`config.mk`:
```
export PLATFORM = sky130hd
export DESIGN_NAME = cp0_unit
export DESIGN_NICKNAME = d
export VERILOG_FILES = /design/src/rtl/cp0_unit.sv
export SDC_FILE = /design/constraint.sdc
export NUM_CORES = 1
export LEC_CHECK = 0
export BUFFER_PORTS_ARGS = -buffer_cell sky130_fd_sc_hd__buf_2
export CAP_MARGIN = 20
export CORE_AREA = 3 3 105 97
export DETAILED_ROUTE_END_ITERATION = 6
export DIE_AREA = 0 0 108 100
export PLACE_DENSITY = 0.66
export REMOVE_ABC_BUFFERS = 1
export SYNTH_ARGS = -nofsm -noshare
export SYNTH_HDL_FRONTEND = slang
export SYNTH_SLANG_ARGS = --single-unit
```
`constraint.sdc`:
```
create_clock -name clk -period 2.59 [get_ports clk]
set_clock_uncertainty 0.05 [all_clocks]
set_input_delay 0.259 -clock clk [delete_from_list [all_inputs] [get_ports clk]]
set_output_delay 0.259 -clock clk [all_outputs]
set_load 0.03 [all_outputs]
```
`src/rtl/cp0_unit.sv`:
```
// Coprocessor-0 beside the M stage: SR, Cause, EPC, PRId,
// mtc0/mfc0/eret service and exception/interrupt request merge.
module cp0_unit #(
  parameter logic [31:0] PRID    = 32'h2023_0701,
  parameter logic [4:0]  EXC_INT = 5'd0
) (
  input  logic        clk,
  input  logic        reset,
  input  logic        we,
  input  logic [4:0]  addr,
  input  logic [31:0] wdata,
  output logic [31:0] rdata,
  input  logic [31:0] vpc,
  input  logic        bd_in,
  input  logic [4:0]  exc_code_in,
  input  logic [5:0]  hw_int,
  input  logic        eret,
  output logic        req,
  output logic [31:0] epc_out
);

  logic [5:0]  im_q, im_d;
  logic        exl_q, exl_d;
  logic        ie_q, ie_d;
  logic        bd_q, bd_d;
  logic [5:0]  ip_q, ip_d;
  logic [4:0]  exc_q, exc_d;
  logic [31:0] epc_q, epc_d;

  logic        int_req;
  logic        exc_req;
  logic [31:0] pc_al;
  logic [31:0] epc_exc;
  logic [31:0] sr_v;
  logic [31:0] cause_v;

  assign int_req = (|(hw_int & im_q)) & ie_q & ~exl_q;
  assign exc_req = (exc_code_in != 5'd0) & ~exl_q;
  assign req     = int_req | exc_req;

  // A delay-slot victim restarts at the branch that precedes it.
  assign pc_al   = {vpc[31:2], 2'b00};
  assign epc_exc = bd_in ? (pc_al - 32'd4) : pc_al;

  assign sr_v    = {16'd0, im_q, 8'd0, exl_q, ie_q};
  assign cause_v = {bd_q, 15'd0, ip_q, 3'd0, exc_q, 2'b00};
  assign epc_out = epc_q;

  always_comb begin
    im_d  = im_q;
    exl_d = exl_q;
    ie_d  = ie_q;
    bd_d  = bd_q;
    ip_d  = hw_int;
    exc_d = exc_q;
    epc_d = epc_q;
    if (req) begin
      exl_d = 1'b1;
      exc_d = int_req ? EXC_INT : exc_code_in;
      bd_d  = bd_in;
      epc_d = epc_exc;
    end else if (eret) begin
      exl_d = 1'b0;
    end else if (we) begin
      unique case (1'b1)
        addr == 5'd12: begin
          im_d  = wdata[15:10];
          exl_d = wdata[1];
          ie_d  = wdata[0];
        end
        addr == 5'd14: epc_d = wdata;
        default: ;
      endcase
    end
  end

  always_ff @(posedge clk) begin
    if (reset) begin
      im_q  <= '0;
      exl_q <= 1'b0;
      ie_q  <= 1'b0;
      bd_q  <= 1'b0;
      ip_q  <= '0;
      exc_q <= '0;
      epc_q <= '0;
    end else begin
      im_q  <= im_d;
      exl_q <= exl_d;
      ie_q  <= ie_d;
      bd_q  <= bd_d;
      ip_q  <= ip_d;
      exc_q <= exc_d;
      epc_q <= epc_d;
    end
  end

  always_comb begin
    rdata = '0;
    unique case (1'b1)
      addr == 5'd12: rdata = sr_v;
      addr == 5'd13: rdata = cause_v;
      addr == 5'd14: rdata = epc_q;
      addr == 5'd15: rdata = PRID;
      default: rdata = '0;
    endcase
  end

endmodule
```
==> impl_results.html <==
<table>
<tr><th>Metric</th><th>Value</th></tr>
<tr><th colspan="2">Worst setup path</th></tr>
<tr><td>Data arrival time at the worst-slack endpoint</td><td>1.99 ns</td></tr>
<tr><td>Req. time, crit path</td><td>2.28 ns</td></tr>
<tr><td>Critical-path cell list</td><td>a22oi_1 -&gt; a311oi_4 -&gt; nor2_1 -&gt; inv_1 -&gt; buf_2</td></tr>
<tr><td>Largest stage delay on the critical path</td><td>around 0.38 ns</td></tr>
<tr><td>Endpoint class of the critical path</td><td>output port</td></tr>
<tr><td>Critical-path cell with the highest stage delay</td><td>sky130_fd_sc_hd__a311oi_4</td></tr>
<tr><td>Largest delay share family, worst path</td><td>buffers and inverters</td></tr>
<tr><td>Setup crit start kind</td><td>flip-flop</td></tr>
<tr><td>CP bufs+invs</td><td>2</td></tr>
<tr><td>Class of the most critical setup path</td><td>flip-flop to output port</td></tr>
<tr><td>Critical-path maximum fanout</td><td>11</td></tr>
<tr><th colspan="2">Synthesis</th></tr>
<tr><td>Post-synthesis async set-or-reset flop share</td><td>0%</td></tr>
<tr><td>Post-synth top flop</td><td>sky130_fd_sc_hd__dfxtp_1</td></tr>
<tr><td>Dominant cell by count in the synthesized netlist</td><td>sky130_fd_sc_hd__dfxtp_1</td></tr>
<tr><td>Share of synthesized area occupied by flip-flops and latches</td><td>between 20% and 30%</td></tr>
<tr><td>Most area-hungry cell type in the Yosys netlist</td><td>sky130_fd_sc_hd__dfxtp_1</td></tr>
<tr><td>Number of instances in the synthesized netlist</td><td>roughly 440</td></tr>
<tr><td>Yosys Warn Count</td><td>0</td></tr>
<tr><td>Leading cell types by total area after synthesis</td><td>sky130_fd_sc_hd__dfxtp_1 (29%), sky130_fd_sc_hd__mux2i_1 (6.9%), sky130_fd_sc_hd__o31a_1 (4.1%)</td></tr>
<tr><td>Yosys cell types</td><td>50</td></tr>
<tr><td>Post-synth top cells</td><td>sky130_fd_sc_hd__dfxtp_1 (52), sky130_fd_sc_hd__clkbuf_1 (34), sky130_fd_sc_hd__nor2_1 (33), sky130_fd_sc_hd__mux2i_1 (25), sky130_fd_sc_hd__nand2_1 (20)</td></tr>
<tr><td>Flop and latch count out of synthesis</td><td>52</td></tr>
<tr><td>Count of flip-flops with a built-in enable after synthesis</td><td>0</td></tr>
<tr><td>Syn Area/Cell</td><td>8.20 µm²</td></tr>
<tr><td>Area share of the largest cell type after synthesis</td><td>28.6%</td></tr>
<tr><td>Synth Cell Area</td><td>0.00364 mm²</td></tr>
<tr><th colspan="2">Global routing</th></tr>
<tr><td>Vias in the first global route</td><td>3,852</td></tr>
<tr><td>GRT Resource Usage Total</td><td>between 20% and 30%</td></tr>
<tr><td>Initial antenna violation count</td><td>0</td></tr>
<tr><td>Global-route wire length before repair</td><td>between 20,000 and 25,000 µm</td></tr>
<tr><td>Global route total overflow</td><td>0</td></tr>
<tr><td>Largest net degree at the start of global routing</td><td>39</td></tr>
<tr><th colspan="2">Timing</th></tr>
<tr><td>Final Cycle Share</td><td>88.6%</td></tr>
<tr><td>Measured slew at the worst slew-check pin</td><td>0.971 ns</td></tr>
<tr><td>Worst path setup slack after routing</td><td>0.295 ns</td></tr>
<tr><td>Endpoints failing setup</td><td>0</td></tr>
<tr><td>Final Hold Viols</td><td>0</td></tr>
<tr><td>Rel. slew slack</td><td>a little over a third</td></tr>
<tr><td>RSZ-0062 raised after global routing</td><td>no</td></tr>
<tr><td>Final Critical Period</td><td>2.30 ns</td></tr>
<tr><td>Timing-limited maximum frequency</td><td>about 440 MHz</td></tr>
<tr><td>Final TNS setup</td><td>0 ns</td></tr>
<tr><td>Max-slew violations</td><td>0</td></tr>
<tr><th colspan="2">Floorplanning</th></tr>
<tr><td>Number of core rows</td><td>33</td></tr>
<tr><td>IO Pins</td><td>150</td></tr>
<tr><td>Horizontal die dimension</td><td>between 100 and 150 µm</td></tr>
<tr><td>Starting utilization of the core area</td><td>39.9%</td></tr>
<tr><td>Overall die area</td><td>between 0.01 and 0.015 mm²</td></tr>
<tr><td>Floorplan die height</td><td>100 µm</td></tr>
<tr><td>Area of the core region</td><td>0.00913 mm²</td></tr>
<tr><th colspan="2">Detailed routing</th></tr>
<tr><td>Vias after detailed routing</td><td>~4k</td></tr>
<tr><td>Vias per inst</td><td>approximately 6</td></tr>
<tr><td>DR WL met2</td><td>between 5000 and 6000 µm</td></tr>
<tr><td>Number of remaining DRC errors</td><td>0</td></tr>
<tr><td>Remaining number of nets flagged by the antenna check after routing</td><td>0</td></tr>
<tr><td>Routed length on met3</td><td>931 µm</td></tr>
<tr><td>Top Metal Used</td><td>met4</td></tr>
<tr><td>Met1 wire length</td><td>5740 µm</td></tr>
<tr><td>Wire per inst</td><td>between 15 and 20 µm</td></tr>
<tr><td>First DRT Iteration DRCs</td><td>280</td></tr>
<tr><td>Initial DRT Pass Iterations</td><td>5</td></tr>
<tr><td>Aggregate routed wire length</td><td>about 13,000 µm</td></tr>
<tr><th colspan="2">CTS</th></tr>
<tr><td>Clock Tree Root</td><td>sky130_fd_sc_hd__clkbuf_8</td></tr>
<tr><td>Clock buffer depth</td><td>2</td></tr>
<tr><td>Buffers inserted by post-CTS timing repair</td><td>0</td></tr>
<tr><td>Latest clock arrival within the worst-skew pair</td><td>0.32 ns</td></tr>
<tr><td>Clock-pin slew on the worst setup and hold paths</td><td>0.11 ns</td></tr>
<tr><td>Count of instances resized after the clock tree is built</td><td>0</td></tr>
<tr><td>Number of clock buffers inserted by TritonCTS</td><td>5</td></tr>
<tr><td>TritonCTS clock tree</td><td>built</td></tr>
<tr><td>Sinks on the clock net</td><td>52</td></tr>
<tr><td>Number of H-tree levels</td><td>2</td></tr>
<tr><td>Cts hold-fix bufs</td><td>0</td></tr>
<tr><th colspan="2">Pwr</th></tr>
<tr><td>Power per Cell Area</td><td>440 mW/mm²</td></tr>
<tr><td>Leak pwr</td><td>1.93 nW</td></tr>
<tr><td>VDD IR max</td><td>~0.00020 V</td></tr>
<tr><th colspan="2">Placed design</th></tr>
<tr><td>Placement-stage worst setup slack</td><td>0.430 ns</td></tr>
<tr><td>Instance area at placement</td><td>0.00451 mm²</td></tr>
<tr><td>IO buf count</td><td>around 150</td></tr>
<tr><td>Number of cells after detailed placement</td><td>688</td></tr>
<tr><td>Half-perimeter wire length of the detailed placement result</td><td>between 9000 and 10,000 µm</td></tr>
<tr><td>Final Wtd Congestion</td><td>~0.86</td></tr>
<tr><th colspan="2">Final layout</th></tr>
<tr><td>Area added between synthesis and finish</td><td>27.1%</td></tr>
<tr><td>Fin util</td><td>between 50% and 60%</td></tr>
<tr><td>Fraction of layout cells with a size suffix above 1</td><td>between 30% and 40%</td></tr>
<tr><td>Non-Filler Cell Area, Final</td><td>0.00462 mm²</td></tr>
<tr><td>Number of diodes added for antenna fixing</td><td>0</td></tr>
<tr><td>Fin cells</td><td>696</td></tr>
<tr><td>Number of nets in the layout</td><td>roughly 660</td></tr>
<tr><th colspan="2">Worst hold path</th></tr>
<tr><td>Hold WC Path Type</td><td>primary input to flip-flop</td></tr>
<tr><th colspan="2">Outcome</th></tr>
<tr><td>Status</td><td>complete, no violations</td></tr>
<tr><th colspan="2">Job</th></tr>
<tr><td>Max capacitance violation total</td><td>0</td></tr>
</table>
[where the power goes]
part	internal (mW)	total, mW	switching, mW
combinational	0.205	0.554	0.349
sequential	0.857	0.901	0.0444
clock	0.292	0.580	0.288
[metrics by stage]
| stage | hold WS [ns] | total power, mW |
|---|---|---|
| finish | 0.111 | 2.04 |
| global placement | 0.411 | 1.46 |
| detailed placement | 0.418 | 1.47 |
| floorplan | 0.278 | 1.22 |
| CTS | 0.108 | 2.05 |
| global route | 0.120 | 2.13 |
[path summary, 6_finish.rpt]
kind | cells after the start | to | startpoint | slack [ns]
setup / recovery | 5 | req | im_q[0]$_SDFFE_PP0P_ | 0.29
hold / removal | 2 | ip_q[4]$_SDFF_PP0_ | hw_int[4] | 0.11
hold reg to reg | 2 | im_q[4]$_SDFFE_PP0P_ | im_q[4]$_SDFFE_PP0P_ | 0.44
setup reg to reg | 6 | epc_out[30]$_SDFFE_PP0P_ | im_q[0]$_SDFFE_PP0P_ | 0.65
[worst register-to-register path: stages, from the launching register on]
cell,delay [ns]
sky130_fd_sc_hd__dfxtp_1,0.36
sky130_fd_sc_hd__a22oi_1,0.15
sky130_fd_sc_hd__a311oi_4,0.38
sky130_fd_sc_hd__nor2_1,0.09
sky130_fd_sc_hd__inv_1,0.38
sky130_fd_sc_hd__buf_4,0.29
sky130_fd_sc_hd__a31oi_1,0.10
[state kept, by name, indices dropped and copies added, names as in the netlist]
signal / flops
exc_q: 5
epc_out: 32
bd_q: 1
ie_q: 1
ip_q: 6
exl_q: 1
im_q: 6
[layout make-up]
cell class	instances	area, µm²
inverters	8	30.0
clock buffers	6	72.6
fillers	933	4500
multi-input cells	340	2410
repair buffers	166	878
flip-flops and latches	52	1040
clock inverters	2	38.8
well taps	122	153
[routing by layer]
metal,vias to the layer above,GRT usage (%)
met5,-,0
met4,0,2.82
met3,9,5.40
met2,144,38.1
met1,1904,31.3
li1,2009,-
[placed cells by master, fill, tap and decap left out, drive strengths merged, types with 4 or more instances in the layout]
cell type / count
a2111oi: 4
a211oi: 17
a21oi: 13
a22oi: 9
a31oi: 17
and3: 13
and4: 16
buf: 166
clkbuf: 6
dfxtp: 52
inv: 9
mux2i: 25
nand2: 20
nand2b: 4
nand3: 5
nand4: 9
nor2: 33
nor2b: 11
nor3: 12
nor4: 6
nor4bb: 5
o21a: 4
o21ai: 6
o31a: 17
o31ai: 18
o41ai: 17
or3: 10
or3b: 5
or4: 19
[logic make-up after synthesis]
family          after synthesis  synth area share (%)
simple gates                179                  30.5
compound gates              130                  26.6
buf+inv                      52                  5.95
flops                        52                  28.6
mux                          25                  6.88
xor+xnor                      5                  1.20
fa+ha+maj                     1                 0.344
Power figures use the tool's default switching activity.
